File: config.mk
export PLATFORM = sky130hd
export DESIGN_NAME = reset_sequencer_flat
export DESIGN_NICKNAME = d
export VERILOG_FILES = /design/src/rtl/reset_seq_pkg.sv /design/src/rtl/reset_sequencer_if.sv /design/src/rtl/req_edge_capture.sv /design/src/rtl/reset_sequencer.sv /design/src/flat_wrapper.sv
export SDC_FILE = /design/constraint.sdc
export NUM_CORES = 1
export LEC_CHECK = 0
export BUFFER_PORTS_ARGS = -buffer_cell sky130_fd_sc_hd__buf_4
export CORE_MARGIN = 2
export CORE_UTILIZATION = 35
export CTS_BUF_LIST = sky130_fd_sc_hd__clkbuf_16
export DETAILED_ROUTE_END_ITERATION = 16
export GPL_TIMING_DRIVEN = 0
export HOLD_SLACK_MARGIN = 0.08
export PLACE_DENSITY = 0.5
export RECOVER_POWER = 50
export SLEW_MARGIN = 20
export SYNTH_ARGS = -nofsm -noshare
export SYNTH_HDL_FRONTEND = slang
export SYNTH_HIERARCHICAL = 1
export SYNTH_SLANG_ARGS = --single-unit
export TNS_END_PERCENT = 10
File: constraint.sdc
create_clock -name clk -period 2.8 [get_ports clk]
set_input_delay 0.14 -clock clk [delete_from_list [all_inputs] [get_ports clk]]
set_output_delay 0.14 -clock clk [all_outputs]
set_load 0.02 [all_outputs]
File: src/rtl/reset_seq_pkg.sv
// Shared state encodings and counter helpers for the reset sequencer.
package reset_seq_pkg;
  localparam logic [1:0] IDLE    = 2'd0;
  localparam logic [1:0] HOLD    = 2'd1;
  localparam logic [1:0] STAGGER = 2'd2;
  localparam logic [1:0] DONE    = 2'd3;

  localparam logic [7:0] SEQ_COUNT_MAX = 8'd255;

  function automatic logic [7:0] sat_inc8(input logic [7:0] v);
    return (v == SEQ_COUNT_MAX) ? v : v + 8'd1;
  endfunction
endpackage

File: src/rtl/reset_sequencer_if.sv
// Request/ack and reset-line bundle between command logic and the sequencer.
interface reset_sequencer_if #(parameter int NUM_REQ = 4);
  logic [NUM_REQ-1:0] req_i;
  logic [NUM_REQ-1:0] ack_o;
  logic               busy_o;
  logic               bus_reset_o;
  logic               core_reset_o;
  logic               core_resetn_o;
  logic [NUM_REQ-1:0] cause_o;
  logic [7:0]         seq_count_o;

  modport master (input req_i, output ack_o, busy_o, bus_reset_o, core_reset_o,
                  core_resetn_o, cause_o, seq_count_o);
  modport slave  (output req_i, input ack_o, busy_o, bus_reset_o, core_reset_o,
                  core_resetn_o, cause_o, seq_count_o);
endinterface

File: src/rtl/req_edge_capture.sv
// Rising-edge detect on request lines and accumulation into a pending mask.
module req_edge_capture #(
  parameter int NUM_REQ = 4
) (
  input  logic               clk,
  input  logic               rst,
  input  logic [NUM_REQ-1:0] req,
  input  logic               acc_en,
  input  logic               take,
  output logic [NUM_REQ-1:0] req_edge,
  output logic [NUM_REQ-1:0] pending
);
  logic [NUM_REQ-1:0] req_q;

  assign req_edge = req & ~req_q;

  // req_q resets to ones so a level held through reset is not seen as an edge
  always_ff @(posedge clk) begin
    if (rst) begin
      req_q   <= '1;
      pending <= '0;
    end else begin
      req_q <= req;
      if (take)        pending <= req_edge;
      else if (acc_en) pending <= pending | req_edge;
    end
  end
endmodule

File: src/rtl/reset_sequencer.sv
// Arbitrates reset requests and drives the timed bus/core reset release sequence.
module reset_sequencer
  import reset_seq_pkg::*;
#(
  parameter int NUM_REQ        = 4,
  parameter int HOLD_CYCLES    = 20,
  parameter int STAGGER_CYCLES = 4
) (
  input  logic                  clk,
  input  logic                  rst,
  reset_sequencer_if.master     rs
);
  localparam int CNT_MAX = (HOLD_CYCLES > STAGGER_CYCLES) ? HOLD_CYCLES : STAGGER_CYCLES;
  localparam int CW      = $clog2(CNT_MAX + 1);
  localparam logic [CW-1:0] HOLD_LAST    = CW'(HOLD_CYCLES - 1);
  localparam logic [CW-1:0] STAGGER_LAST = CW'(STAGGER_CYCLES - 1);

  logic [1:0]         state;
  logic [CW-1:0]      cnt;
  logic [NUM_REQ-1:0] grant, req_edge, pending;
  logic [NUM_REQ-1:0] ack_q, cause_q;
  logic [7:0]         seq_count_q;
  logic               busy_q, bus_reset_q, core_reset_q;
  logic               take, acc_en;

  assign take   = (state == IDLE) && (pending != '0);
  assign acc_en = (state != HOLD);

  req_edge_capture #(.NUM_REQ(NUM_REQ)) u_cap (
    .clk      (clk),
    .rst      (rst),
    .req      (rs.req_i),
    .acc_en   (acc_en),
    .take     (take),
    .req_edge (req_edge),
    .pending  (pending)
  );

  always_ff @(posedge clk) begin
    if (rst) begin
      state        <= HOLD;
      cnt          <= '0;
      bus_reset_q  <= 1'b1;
      core_reset_q <= 1'b1;
      busy_q       <= 1'b1;
      grant        <= '0;
      ack_q        <= '0;
      cause_q      <= '0;
      seq_count_q  <= '0;
    end else begin
      case (state)
        IDLE: begin
          ack_q <= '0;
          if (pending != '0) begin
            grant        <= pending;
            bus_reset_q  <= 1'b1;
            core_reset_q <= 1'b1;
            busy_q       <= 1'b1;
            cnt          <= '0;
            state        <= HOLD;
          end
        end
        HOLD: begin
          // a late requester joins the running sequence and restarts the hold
          if (req_edge != '0) begin
            grant <= grant | req_edge;
            cnt   <= '0;
          end else if (cnt == HOLD_LAST) begin
            bus_reset_q <= 1'b0;
            cnt         <= '0;
            state       <= STAGGER;
          end else begin
            cnt <= cnt + 1'b1;
          end
        end
        STAGGER: begin
          if (cnt == STAGGER_LAST) begin
            core_reset_q <= 1'b0;
            ack_q        <= grant;
            cnt          <= '0;
            state        <= DONE;
            if (grant != '0) begin
              cause_q     <= grant;
              seq_count_q <= sat_inc8(seq_count_q);
            end
          end else begin
            cnt <= cnt + 1'b1;
          end
        end
        DONE: begin
          ack_q  <= '0;
          busy_q <= 1'b0;
          grant  <= '0;
          state  <= IDLE;
        end
        default: begin
          bus_reset_q  <= 1'b1;
          core_reset_q <= 1'b1;
          busy_q       <= 1'b1;
          ack_q        <= '0;
          grant        <= '0;
          cnt          <= '0;
          state        <= HOLD;
        end
      endcase
    end
  end

  assign rs.ack_o         = ack_q;
  assign rs.busy_o        = busy_q;
  assign rs.bus_reset_o   = bus_reset_q;
  assign rs.core_reset_o  = core_reset_q;
  assign rs.core_resetn_o = ~core_reset_q;
  assign rs.cause_o       = cause_q;
  assign rs.seq_count_o   = seq_count_q;
endmodule

File: src/flat_wrapper.sv
// flat-port wrapper written by rule: the top's interface ports become plain ports
module reset_sequencer_flat import reset_seq_pkg::*;
#(
  parameter int NUM_REQ        = 4,
  parameter int HOLD_CYCLES    = 20,
  parameter int STAGGER_CYCLES = 4
)
  (clk, rst, rs_req_i, rs_ack_o, rs_busy_o, rs_bus_reset_o, rs_core_reset_o, rs_core_resetn_o, rs_cause_o, rs_seq_count_o);
  reset_sequencer_if #(.NUM_REQ(NUM_REQ)) rs_i ();
  input  logic clk;
  input  logic rst;
  input wire logic [$bits(rs_i.req_i)-1:0] rs_req_i;
  output wire logic [$bits(rs_i.ack_o)-1:0] rs_ack_o;
  output wire logic [$bits(rs_i.busy_o)-1:0] rs_busy_o;
  output wire logic [$bits(rs_i.bus_reset_o)-1:0] rs_bus_reset_o;
  output wire logic [$bits(rs_i.core_reset_o)-1:0] rs_core_reset_o;
  output wire logic [$bits(rs_i.core_resetn_o)-1:0] rs_core_resetn_o;
  output wire logic [$bits(rs_i.cause_o)-1:0] rs_cause_o;
  output wire logic [$bits(rs_i.seq_count_o)-1:0] rs_seq_count_o;
  assign rs_i.req_i = rs_req_i;
  assign rs_ack_o = rs_i.ack_o;
  assign rs_busy_o = rs_i.busy_o;
  assign rs_bus_reset_o = rs_i.bus_reset_o;
  assign rs_core_reset_o = rs_i.core_reset_o;
  assign rs_core_resetn_o = rs_i.core_resetn_o;
  assign rs_cause_o = rs_i.cause_o;
  assign rs_seq_count_o = rs_i.seq_count_o;
  reset_sequencer #(.NUM_REQ(NUM_REQ), .HOLD_CYCLES(HOLD_CYCLES), .STAGGER_CYCLES(STAGGER_CYCLES)) u_core (.clk(clk), .rst(rst), .rs(rs_i));
endmodule
==> results of run 1 <==
-- sequential cells by signal, summed over array words and instances (netlist names) --
name	count
u_core/rs.seq_count_o	8
u_core/cnt	5
u_core/grant	4
u_core/rs.ack_o	4
u_core/rs.cause_o	4
u_core/u_cap/pending	4
u_core/u_cap/req_q	4
u_core/state	2
u_core/rs.bus_reset_o	1
u_core/rs.busy_o	1
u_core/rs.core_reset_o	1
-- power by group through the flow --
stage / registers, mW / logic [mW] / clock network [mW]
3_5_place_dp: 0.638 / 0.522 / 0
5_1_grt: 0.633 / 0.590 / 0.563
2_1_floorplan: 0.634 / 0.394 / 0
6_report: 0.626 / 0.520 / 0.520
3_3_place_gp: 0.638 / 0.522 / 0
4_1_cts: 0.626 / 0.533 / 0.538
-- logic make-up (layout without fill, tap and decap cells) --
family | Yosys count | in the layout
and+or+nand+nor | 82 | 82
adders and majority gates | 7 | 7
AOI/OAI and AO/OA | 57 | 57
muxes | 3 | 3
xor gates and xnor gates | 4 | 4
buffers and inverters | 17 | 52
DFF | 38 | 38
-- per-stage QoR --
| stage | std cells | area (µm²) | total power, mW | util, % |
|---|---|---|---|---|
| 2_1_floorplan | 208 | 1883 | 1.029 | - |
| 3_3_place_gp | 303 | 2158 | 1.159 | 41.99 |
| 3_5_place_dp | 303 | 2158 | 1.159 | 41.99 |
| 4_1_cts | 313 | 2327 | 1.697 | 45.28 |
| 5_1_grt | 313 | 2245 | 1.786 | 43.67 |
| 6_report | 313 | 2245 | 1.666 | 43.67 |
-- repair_timing --
action                                  4_1_cts  5_1_grt
hold buffers                                  4        0
endpoints found under the setup margin        0        0
endpoints found under the hold margin         4        0
-- routing by layer --
layer	share of wire [%]	vias to the layer above	track usage [%]
met5	0	-	0
li1	-	827	-
met3	3.8	7	3.605
met4	1.7	0	6.964
met2	45	30	24.17
met1	49	783	21.17
-- layout make-up --
type / count / area share, %
buffer: 9 / 1.839
inverter: 8 / 1.338
sequential: 38 / 33.89
clock inverter: 1 / 0.1672
multi-input combinational: 153 / 46.49
clock buffer: 5 / 5.574
tap: 70 / 3.902
timing repair buffer: 29 / 6.800
-- placed cells by master (no fill, tap or decap), types with 4 or more instances in the layout --
master,instances
or4_1,6
xnor2_1,4
inv_1,8
nand2_1,14
clkbuf_4,4
or2_2,4
nor2_1,7
dfxtp_1,38
a21oi_1,21
o21ai_0,10
nor3_1,6
nand3_1,14
clkbuf_1,27
a32oi_1,5
nand2b_1,12
ha_1,7
dlygate4sd3_1,4
clkbuf_16,5
-- how the worst min path moves through the flow --
stage | startpoint | end | cells after the start
5_1_grt | rst | u_core/u_cap/pending[3] | 2
6_report | rst | u_core/u_cap/pending[3] | 2
2_1_floorplan | rst | u_core/u_cap/pending[0] | 1
3_3_place_gp | rs_req_i[0] | u_core/u_cap/req_q[0] | 2
3_5_place_dp | rs_req_i[1] | u_core/u_cap/req_q[1] | 2
4_1_cts | rst | u_core/u_cap/pending[2] | 2
==> out/results.md, run 1 <==
- weighted congestion reported at the end of routability-driven placement: 0.7718
- part of the power in the clock network: 31.2%
- count of unique library cells instantiated by Yosys: 44
- DIE WIDTH: 77.35 µm
- maximum number of pins on one net before global-route repair: 11
- # port buffers: 25
- number of nets in the layout: 257
- Synth Area in XOR/XNOR: 1.860%
- vias per cell: 5.262
- depth of the CTS H-tree: 2
- post-synthesis mux area share: 2.259%
- Reg-to-Reg End: u_core/rs.seq_count_o[4]
- Critical Path End: u_core/rs.seq_count_o[4]
- total area of multi-input combinational cells: 1044 µm²
- fraction of final layout cells with drive strength greater than 1: 10.29%
- total buffers and inverters traversed by the critical path: 2
- total of warnings raised by yosys: 6
- final max-slew violation count: 0
- static power due to leakage: 0.7787 nW
- Area Growth Syn to Fin: 19.20%
- transition at the pin with the smallest max-transition slack: 0.6865 ns
- fraction of the mapped netlist area in simple logic gates: 27.51%
- total gr overflow: 0
- cell internal power dissipation: 1.101 mW
- Synth area leader: dfxtp_1
- Hold Slack: 0.1023 ns
- IR Drop Worst-Case VDD: 0.3737 mV
- library cell contributing the largest single delay on the critical path: nor4b_4
- switching power: 0.5653 mW
- Min Clock Period, post-route: 2.161 ns
- ant diodes: 0
- source of the worst register-to-register timing path: u_core/cnt[0]
- clock sink total: 38
- max incr delay on CP: 0.45 ns
- synthesized-area fraction occupied by adder cells: 4.651%
- netlist area before placement: 1883 µm²
- critical path startpoint category: flop
- core region area: 5140 µm²
- share of the synthesized area in compound gates (AO/OA/AOI/OAI): 19.53%
- insertion delay to the later sink of the worst-skew pair: 0.28 ns
- crit-path max FO: 10
- All-Layer GR Usage: 15.77%
- dominant synthesized flop cell: dfxtp_1
- clock transition at the register clock pins on the worst setup and hold paths after CTS: 0.06 ns
- highest clock frequency the design can meet: 462.8 MHz
- most used standard cell by instance count after synthesis: dfxtp_1
- share of the yosys chip area belonging to registers: 40.40%
- die boundary height: 77.35 µm
- worst reg-to-reg setup slack: 0.64 ns
- CP Data Required Time: 2.95 ns
- per-instance average area after synthesis: 9.053 µm²
- top-level port count: 26
- number of flops mapped to enable cells by yosys: 0
- async set-reset flop share out of synthesis: 0%
- arrival time of the worst setup path: 2.31 ns
- outcome: complete, no violations
- share of total power in combinational logic: 31.2%
- Layout Skew: 0.005276 ns
- average wire per standard cell: 13.93 µm
- number of buffers inserted to repair setup after CTS: 0
- number of logic stages on the critical path including buffering: 7
- sw frac: 33.93%
- maximum clock path buffer count: 2
- cell breakdown of the critical path: ha_1 -> nor4b_4 -> nand3_2 -> buf_6 -> clkbuf_1 -> o31ai_1 -> a21oi_1
- P per Cell Area: 742.3 nW/µm²
- DP Worst Slack: 0.6331 ns
- fillers: 576
- vias in the first global route: 1553
- DRT antenna net count: 0
- register area: 760.7 µm²
- total number of placement rows: 26
- post-CTS sizing: 0
- leading cell types by total area after synthesis: dfxtp_1 (40%), a21oi_1 (5.6%), ha_1 (4.7%)
- synthesized net count: 221
- Slew HR: 53.85%
- RSZ-0062 raised after global routing: no
- flops & latches, synth: 38
- total wire length: 4.359 mm
- sequential share of power: 37.6%
- initial core utilization: 36.64%
- vias after detailed routing: 1647
- floorplan die area: 5983 µm²
- post-detail-place hpwl: 3.101 mm
- number of CTS-inserted buffers: 5
- # setup viols final: 0
- class of the tightest hold or removal check: primary input to flop
- CP Class: flop to flop
- length in cells of the worst reg-to-reg path: 7
- count of TritonRoute iterations in the first routing pass: 4
- clock root buffer: clkbuf_16
- area fraction of the dominant cell type after synthesis: 40.40%
- number of design rule violations left after detail routing: 0
- Critical Path End Type: flop
- critical path startpoint: u_core/cnt[0]
- combinational family with the most area after synthesis: simple AND/OR/NAND/NOR gates
- antenna violations before repair: 0
- commonest cells in the netlist: dfxtp_1 (38), a21oi_1 (21), nand2_1 (14), nand3_1 (14), nand2b_1 (12)
- clock tree from TritonCTS: done
- kind of cell adding the most delay to the critical path: simple AND/OR/NAND/NOR gates
- Total Negative Setup Slacks: 0 ns
- hold violation total from the final report: 0
- cell count after synthesis: 208
- least setup slack across all paths after layout: 0.6393 ns
- wire length of the first global-routing pass: 7.493 mm
- final worst-path cycle share: 77.17%
- DR iter-0 viols: 83
- total of max-cap violations: 0
No activity file was read; power rests on OpenSTA's default activity.
==> run 2, diff against run 1 <==
==> constraint.sdc (replaced) <==
create_clock -name clk -period 1.99 [get_ports clk]
set_input_delay 0.0995 -clock clk [delete_from_list [all_inputs] [get_ports clk]]
set_output_delay 0.0995 -clock clk [all_outputs]
set_load 0.02 [all_outputs]
==> out/results.md, run 2 (synthesized netlist as in run 1, its figures left out) <==
- Critical Path End Type: flop, unchanged
- number of design rule violations left after detail routing: 0, unchanged
- floorplan die area: 5983 µm², unchanged
- total buffers and inverters traversed by the critical path: 1, was 2
- capture endpoint of the worst hold path: u_core/rs.cause_o[1], was u_core/u_cap/pending[3]
- outcome: complete, no violations, unchanged
- total number of placement rows: 26, unchanged
- DIE WIDTH: 77.35 µm, unchanged
- crit-path max FO: 10, unchanged
- vias per cell: 5.223, was 5.262
- most frequent cells in the layout: dfxtp_1 (37), clkbuf_1 (27), a21oi_1 (21), nand2_1 (14), nand3_1 (14), was dfxtp_1 (38), clkbuf_1 (27), a21oi_1 (21), nand2_1 (14), nand3_1 (14)
- number of nets in the layout: 258, was 257
- count of TritonRoute iterations in the first routing pass: 4, unchanged
- # port buffers: 25, unchanged
- die boundary height: 77.35 µm, unchanged
- Slew HR: 64.05%, was 53.85%
- antenna violations before repair: 0, unchanged
- clock root buffer: clkbuf_16, unchanged
- final design area excluding fillers: 2297 µm², was 2245 µm²
- sequential share of power: 37.5%, was 37.6%
- clock tree from TritonCTS: done, unchanged
- static power due to leakage: 0.7989 nW, was 0.7787 nW
- insertion delay to the later sink of the worst-skew pair: 0.28 ns, about the same
- ant diodes: 0, unchanged
- highest clock frequency the design can meet: 540.1 MHz, was 462.8 MHz
- clock transition at the register clock pins on the worst setup and hold paths after CTS: 0.06 ns, about the same
- library cell contributing the largest single delay on the critical path: or4_1, was nor4b_4
- fraction of final layout cells with drive strength greater than 1: 12.70%, was 10.29%
- Placed Cells: 303, unchanged
- transition at the pin with the smallest max-transition slack: 0.5392 ns, was 0.6865 ns
- Area Growth Syn to Fin: 21.99%, was 19.20%
- RSZ-0062 raised after global routing: yes, was no
- Tot Pwr: 2.389 mW, was 1.666 mW
- wire length of the first global-routing pass: 7.555 mm, was 7.493 mm
- total wire length: 4.491 mm, was 4.359 mm
- cell depth of the worst hold path: 2, unchanged
- clock sink total: 38, unchanged
- average wire per standard cell: 14.30 µm, was 13.93 µm
- post-route core utilization: 44.69%, was 43.67%
- total gr overflow: 0, unchanged
- core region area: 5140 µm², unchanged
- part of the power in the clock network: 30.8%, was 31.2%
- All-Layer GR Usage: 15.92%, was 15.77%
- critical path startpoint category: flop, unchanged
- switching power: 0.8138 mW, was 0.5653 mW
- CP Class: flop to flop, unchanged
- number of CTS-inserted buffers: 5, unchanged
- class of the tightest hold or removal check: flop to flop, was primary input to flop
- top-level port count: 26, unchanged
- Hold Slack: 0.4499 ns, was 0.1023 ns
- post-detail-place hpwl: 3.101 mm, unchanged
- CP Data Required Time: 2.20 ns, was 2.95 ns
- maximum number of pins on one net before global-route repair: 11, unchanged
- sw frac: 34.07%, was 33.93%
- weighted congestion reported at the end of routability-driven placement: 0.7718, unchanged
- final worst-path cycle share: 93.04%, was 77.17%
- length in cells of the worst reg-to-reg path: 6, was 7
- hold path start: u_core/rs.cause_o[1], was rst
- max FFs per register: 8, unchanged
- placed standard-cell area: 2158 µm², unchanged
- hold violation total from the final report: 0, unchanged
- vias after detailed routing: 1640, was 1647
- IR Drop Worst-Case VDD: 0.5152 mV, was 0.3737 mV
- source of the worst register-to-register timing path: u_core/cnt[1], was u_core/cnt[0]
- vias in the first global route: 1565, was 1553
- total of max-cap violations: 0, unchanged
- Layout Skew: 0.006762 ns, was 0.005276 ns
- initial core utilization: 36.64%, unchanged
- cell internal power dissipation: 1.575 mW, was 1.101 mW
- fillers: 568, was 576
- worst reg-to-reg setup slack: 0.14 ns, was 0.64 ns
- Reg-to-Reg End: u_core/rs.seq_count_o[4], unchanged
- # setup viols final: 0, unchanged
- depth of the CTS H-tree: 2, unchanged
- final max-slew violation count: 0, unchanged
- P per Cell Area: 1040 nW/µm², was 742.3 nW/µm²
- share of total power in combinational logic: 31.8%, was 31.2%
- DRT antenna net count: 0, unchanged
- maximum clock path buffer count: 2, unchanged
- max incr delay on CP: 0.50 ns, was 0.45 ns
- kind of cell adding the most delay to the critical path: simple AND/OR/NAND/NOR gates, unchanged
- cell breakdown of the critical path: ha_4 -> nor4b_4 -> nand3_2 -> buf_6 -> or4_1 -> a21oi_1, was ha_1 -> nor4b_4 -> nand3_2 -> buf_6 -> clkbuf_1 -> o31ai_1 -> a21oi_1
- DR iter-0 viols: 80, was 83
- arrival time of the worst setup path: 2.07 ns, was 2.31 ns
- commonest non-fill, non-tap cell in the layout: dfxtp_1, unchanged
- non-filler cells in the finished layout: 314, was 313
- Min Clock Period, post-route: 1.851 ns, was 2.161 ns
run 2: worst max-delay path by stage:
| stage | cells after the start | startpoint | slack, ns | endpoint |
|---|---|---|---|---|
| floorplan | 6 | u_core/cnt[0] | 0.17 | u_core/rs.seq_count_o[4] |
| global placement | 7 | u_core/cnt[0] | -0.18 | u_core/rs.seq_count_o[4] |
| detailed placement | 7 | u_core/cnt[0] | -0.18 | u_core/rs.seq_count_o[5] |
| CTS | 4 | u_core/u_cap/pending[1] | 0.007 | u_core/state[0] |
| global route | 6 | u_core/state[1] | -0.01 | u_core/state[0] |
| finish | 6 | u_core/cnt[1] | 0.14 | u_core/rs.seq_count_o[4] |
run 2: what timing repair did:
item / 4_1_cts / 5_1_grt
buffers inserted: 1 / 0
gates resized for setup: 1 / 8
hold buffers: 5 / 0
endpoints found under the hold margin: 8 / 0
setup endpoints to repair: 8 / 17
run 2: area by class of cell:
class,instances,area (µm²),share of cell area [%]
multi-input cells,153,1084,47.17
inverters,8,30.03,1.307
well taps,70,87.58,3.813
plain buffers,8,38.79,1.688
flip-flops and latches,38,762.0,33.17
clock inverters,1,3.754,0.1634
clock buffers,5,125.1,5.447
repair buffers,31,166.4,7.244
run 2: power groups by stage:
stage | sequential, mW | clock [mW] | combinational, mW
2_1_floorplan | 0.892 | 0 | 0.555
3_3_place_gp | 0.897 | 0 | 0.734
3_5_place_dp | 0.897 | 0 | 0.734
4_1_cts | 0.881 | 0.757 | 0.753
5_1_grt | 0.903 | 0.792 | 0.853
6_report | 0.895 | 0.735 | 0.759
run 2: per-layer routing:
layer  global-route usage, %  share of wire [%]  vias up
met5                       0                  0        -
met4                   6.964                1.6        0
met3                   3.605                3.1        7
met2                   24.52                 46       23
met1                   21.32                 50      782
li1                        -                  -      828
run 2: worst register-to-register path, delay by kind of cell (launching register included):
kind,cells,cell delay [ns]
and+or+nand+nor,3,0.90
DFF,1,0.39
adders and majority gates,1,0.18
buffers and inverters,1,0.16
AOI/OAI and AO/OA,1,0.15
run 2: per-stage QoR:
stage          worst slack (ns)  TNS [ns]
6_report                 0.1386         0
5_1_grt                -0.01319  -0.01319
4_1_cts                0.006924         0
3_5_place_dp            -0.1769   -0.7492
3_3_place_gp            -0.1753   -0.6875
2_1_floorplan            0.1708         0
==> run 3, diff against run 2 <==
--- a/config.mk
+++ b/config.mk
@@ -14,6 +14,7 @@
 export HOLD_SLACK_MARGIN = 0.08
 export PLACE_DENSITY = 0.5
 export RECOVER_POWER = 50
+export SETUP_SLACK_MARGIN = 0.4
 export SLEW_MARGIN = 20
 export SYNTH_ARGS = -nofsm -noshare
 export SYNTH_HDL_FRONTEND = slang
==> out/results.md, run 3 (synthesized netlist as in run 1, its figures left out) <==
- outcome: complete, no violations, unchanged
- total wire length: 4.415 mm, was 4.491 mm
- crit-path max FO: 10, unchanged
- total number of placement rows: 26, unchanged
- P per Cell Area: 1023 nW/µm², was 1040 nW/µm²
- transition at the pin with the smallest max-transition slack: 0.5517 ns, was 0.5392 ns
- max incr delay on CP: 0.36 ns, was 0.50 ns
- worst reg-to-reg setup slack: 0.25 ns, was 0.14 ns
- vias per cell: 5.171, was 5.223
- RSZ-0062 raised after global routing: yes, unchanged
- floorplan die area: 5983 µm², unchanged
- number of CTS-inserted buffers: 5, unchanged
- Slew HR: 62.88%, was 64.05%
- Hold Slack: 0.2315 ns, was 0.4499 ns
- DR iter-0 viols: 101, was 80
- core region area: 5140 µm², unchanged
- fraction of final layout cells with drive strength greater than 1: 17.53%, was 12.70%
- Critical Path End Type: flop, unchanged
- class of the tightest hold or removal check: primary input to flop, was flop to flop
- highest clock frequency the design can meet: 573.6 MHz, was 540.1 MHz
- number of design rule violations left after detail routing: 0, unchanged
- highest-utilization routing layer at the global route stage: met2, unchanged
- insertion delay to the later sink of the worst-skew pair: 0.28 ns, about the same
- Layout Skew: 0.003439 ns, was 0.006762 ns
- average wire per standard cell: 13.75 µm, was 14.30 µm
- weighted congestion reported at the end of routability-driven placement: 0.7671, was 0.7718
- hold violation total from the final report: 0, unchanged
- depth of the CTS H-tree: 2, unchanged
- DRT antenna net count: 0, unchanged
- DIE WIDTH: 77.35 µm, unchanged
- number of nets in the layout: 263, was 258
- total of max-cap violations: 0, unchanged
- clock sink total: 38, unchanged
- GR Util met3: 3.953%, was 3.605%
- Tot Pwr: 2.425 mW, was 2.389 mW
- final worst-path cycle share: 87.61%, was 93.04%
- met1 Resource Use GR: 21.40%, was 21.32%
- arrival time of the worst setup path: 1.89 ns, was 2.07 ns
- critical path startpoint category: flop, unchanged
- library cell contributing the largest single delay on the critical path: dfxtp_4, was or4_1
- # setup viols final: 0, unchanged
- ant diodes: 0, unchanged
- static power due to leakage: 0.8410 nW, was 0.7989 nW
- vias after detailed routing: 1660, was 1640
- total gr overflow: 0, unchanged
- Total Negative Setup Slacks: 0 ns, unchanged
- CP Class: flop to flop, unchanged
- count of TritonRoute iterations in the first routing pass: 4, unchanged
- clock root buffer: clkbuf_16, unchanged
- global-route met2 utilization: 24.96%, was 24.52%
- All-Layer GR Usage: 15.91%, was 15.92%
- Min Clock Period, post-route: 1.743 ns, was 1.851 ns
- max FFs per register: 8, unchanged
- vias in the first global route: 1526, was 1565
- most frequent cells in the layout: dfxtp_1 (35), clkbuf_1 (24), a21oi_1 (21), nand3_1 (14), nand2_1 (13), was dfxtp_1 (37), clkbuf_1 (27), a21oi_1 (21), nand2_1 (14), nand3_1 (14)
- final max-slew violation count: 0, unchanged
- non-filler cells in the finished layout: 321, was 314
- antenna violations before repair: 0, unchanged
- post-detail-place hpwl: 3.107 mm, was 3.101 mm
- top-level port count: 26, unchanged
- clock transition at the register clock pins on the worst setup and hold paths after CTS: 0.06 ns, about the same
- Area Growth Syn to Fin: 25.91%, was 21.99%
- cell breakdown of the critical path: ha_4 -> nor4b_4 -> nand3_2 -> buf_6 -> clkbuf_2 -> o31ai_2 -> a21oi_1, was ha_4 -> nor4b_4 -> nand3_2 -> buf_6 -> or4_1 -> a21oi_1
- CP Data Required Time: 2.13 ns, was 2.20 ns
- # port buffers: 25, unchanged
- IR Drop Worst-Case VDD: 0.4532 mV, was 0.5152 mV
- initial core utilization: 36.64%, unchanged
- wire length of the first global-routing pass: 7.555 mm, unchanged
- maximum clock path buffer count: 2, unchanged
- clock tree from TritonCTS: done, unchanged
- Placed Cells: 303, unchanged
- commonest non-fill, non-tap cell in the layout: dfxtp_1, unchanged
- die boundary height: 77.35 µm, unchanged
- maximum number of pins on one net before global-route repair: 12, was 11
[run 3: metrics by stage]
step | setup slack, ns | util (%) | cell area (µm²)
2_1_floorplan | 0.3186 | - | 1898
3_3_place_gp | 0.02794 | 42.28 | 2173
3_5_place_dp | 0.05009 | 42.28 | 2173
4_1_cts | 0.2562 | 47.22 | 2427
5_1_grt | 0.1366 | 46.13 | 2371
6_report | 0.2465 | 46.13 | 2371
[run 3: timing repair]
action / CTS / global route
pin swaps: 4 / 2
hold buffers: 6 / 0
endpoints found under the hold margin: 8 / 0
endpoints found under the setup margin: 34 / 33
resized for setup: 8 / 13
setup buffers: 4 / 0
[run 3: layout make-up]
cell class,instances,area (µm²)
Fill cell,568,2769
Inverter,8,30.03
Tap cell,70,87.58
Clock inverter,3,12.51
Multi-Input combinational cell,153,1100
Buffer,9,50.05
Clock buffer,5,125.1
Timing Repair Buffer,35,198.9
Sequential cell,38,767.0
[run 3: power breakdown]
part           internal (mW)  switching [mW]  total, mW
Sequential             0.830          0.0643      0.894
Combinational          0.329           0.464      0.793
Clock                  0.452           0.286      0.738
Total                   1.61           0.814       2.43
[run 3: critical path, delay by kind of cell, from the launching register on]
kind,cells,cell delay (ns)
AND/OR/NAND/NOR,2,0.40
flip-flops,1,0.36
AO/OA/AOI/OAI,2,0.35
buffers and inverters,2,0.34
adder cells (fa/ha/maj),1,0.15
[run 3: worst paths after layout]
path / startpoint / to / cells past startpoint
worst max register to register: u_core/cnt[0] / u_core/rs.seq_count_o[5] / 7
worst min-delay path: rs_req_i[0] / u_core/u_cap/pending[0] / 4
worst min register to register: u_core/rs.cause_o[1] / u_core/rs.cause_o[1] / 2
worst max-delay path: u_core/cnt[0] / u_core/rs.seq_count_o[5] / 7
[run 3: layer usage]
metal	part of all wire, %	vias up	routed length [µm]
li1	-	843	-
met1	49	792	2162
met2	48	23	2102
met3	3.0	2	131
met4	0.43	0	19
met5	0	-	0
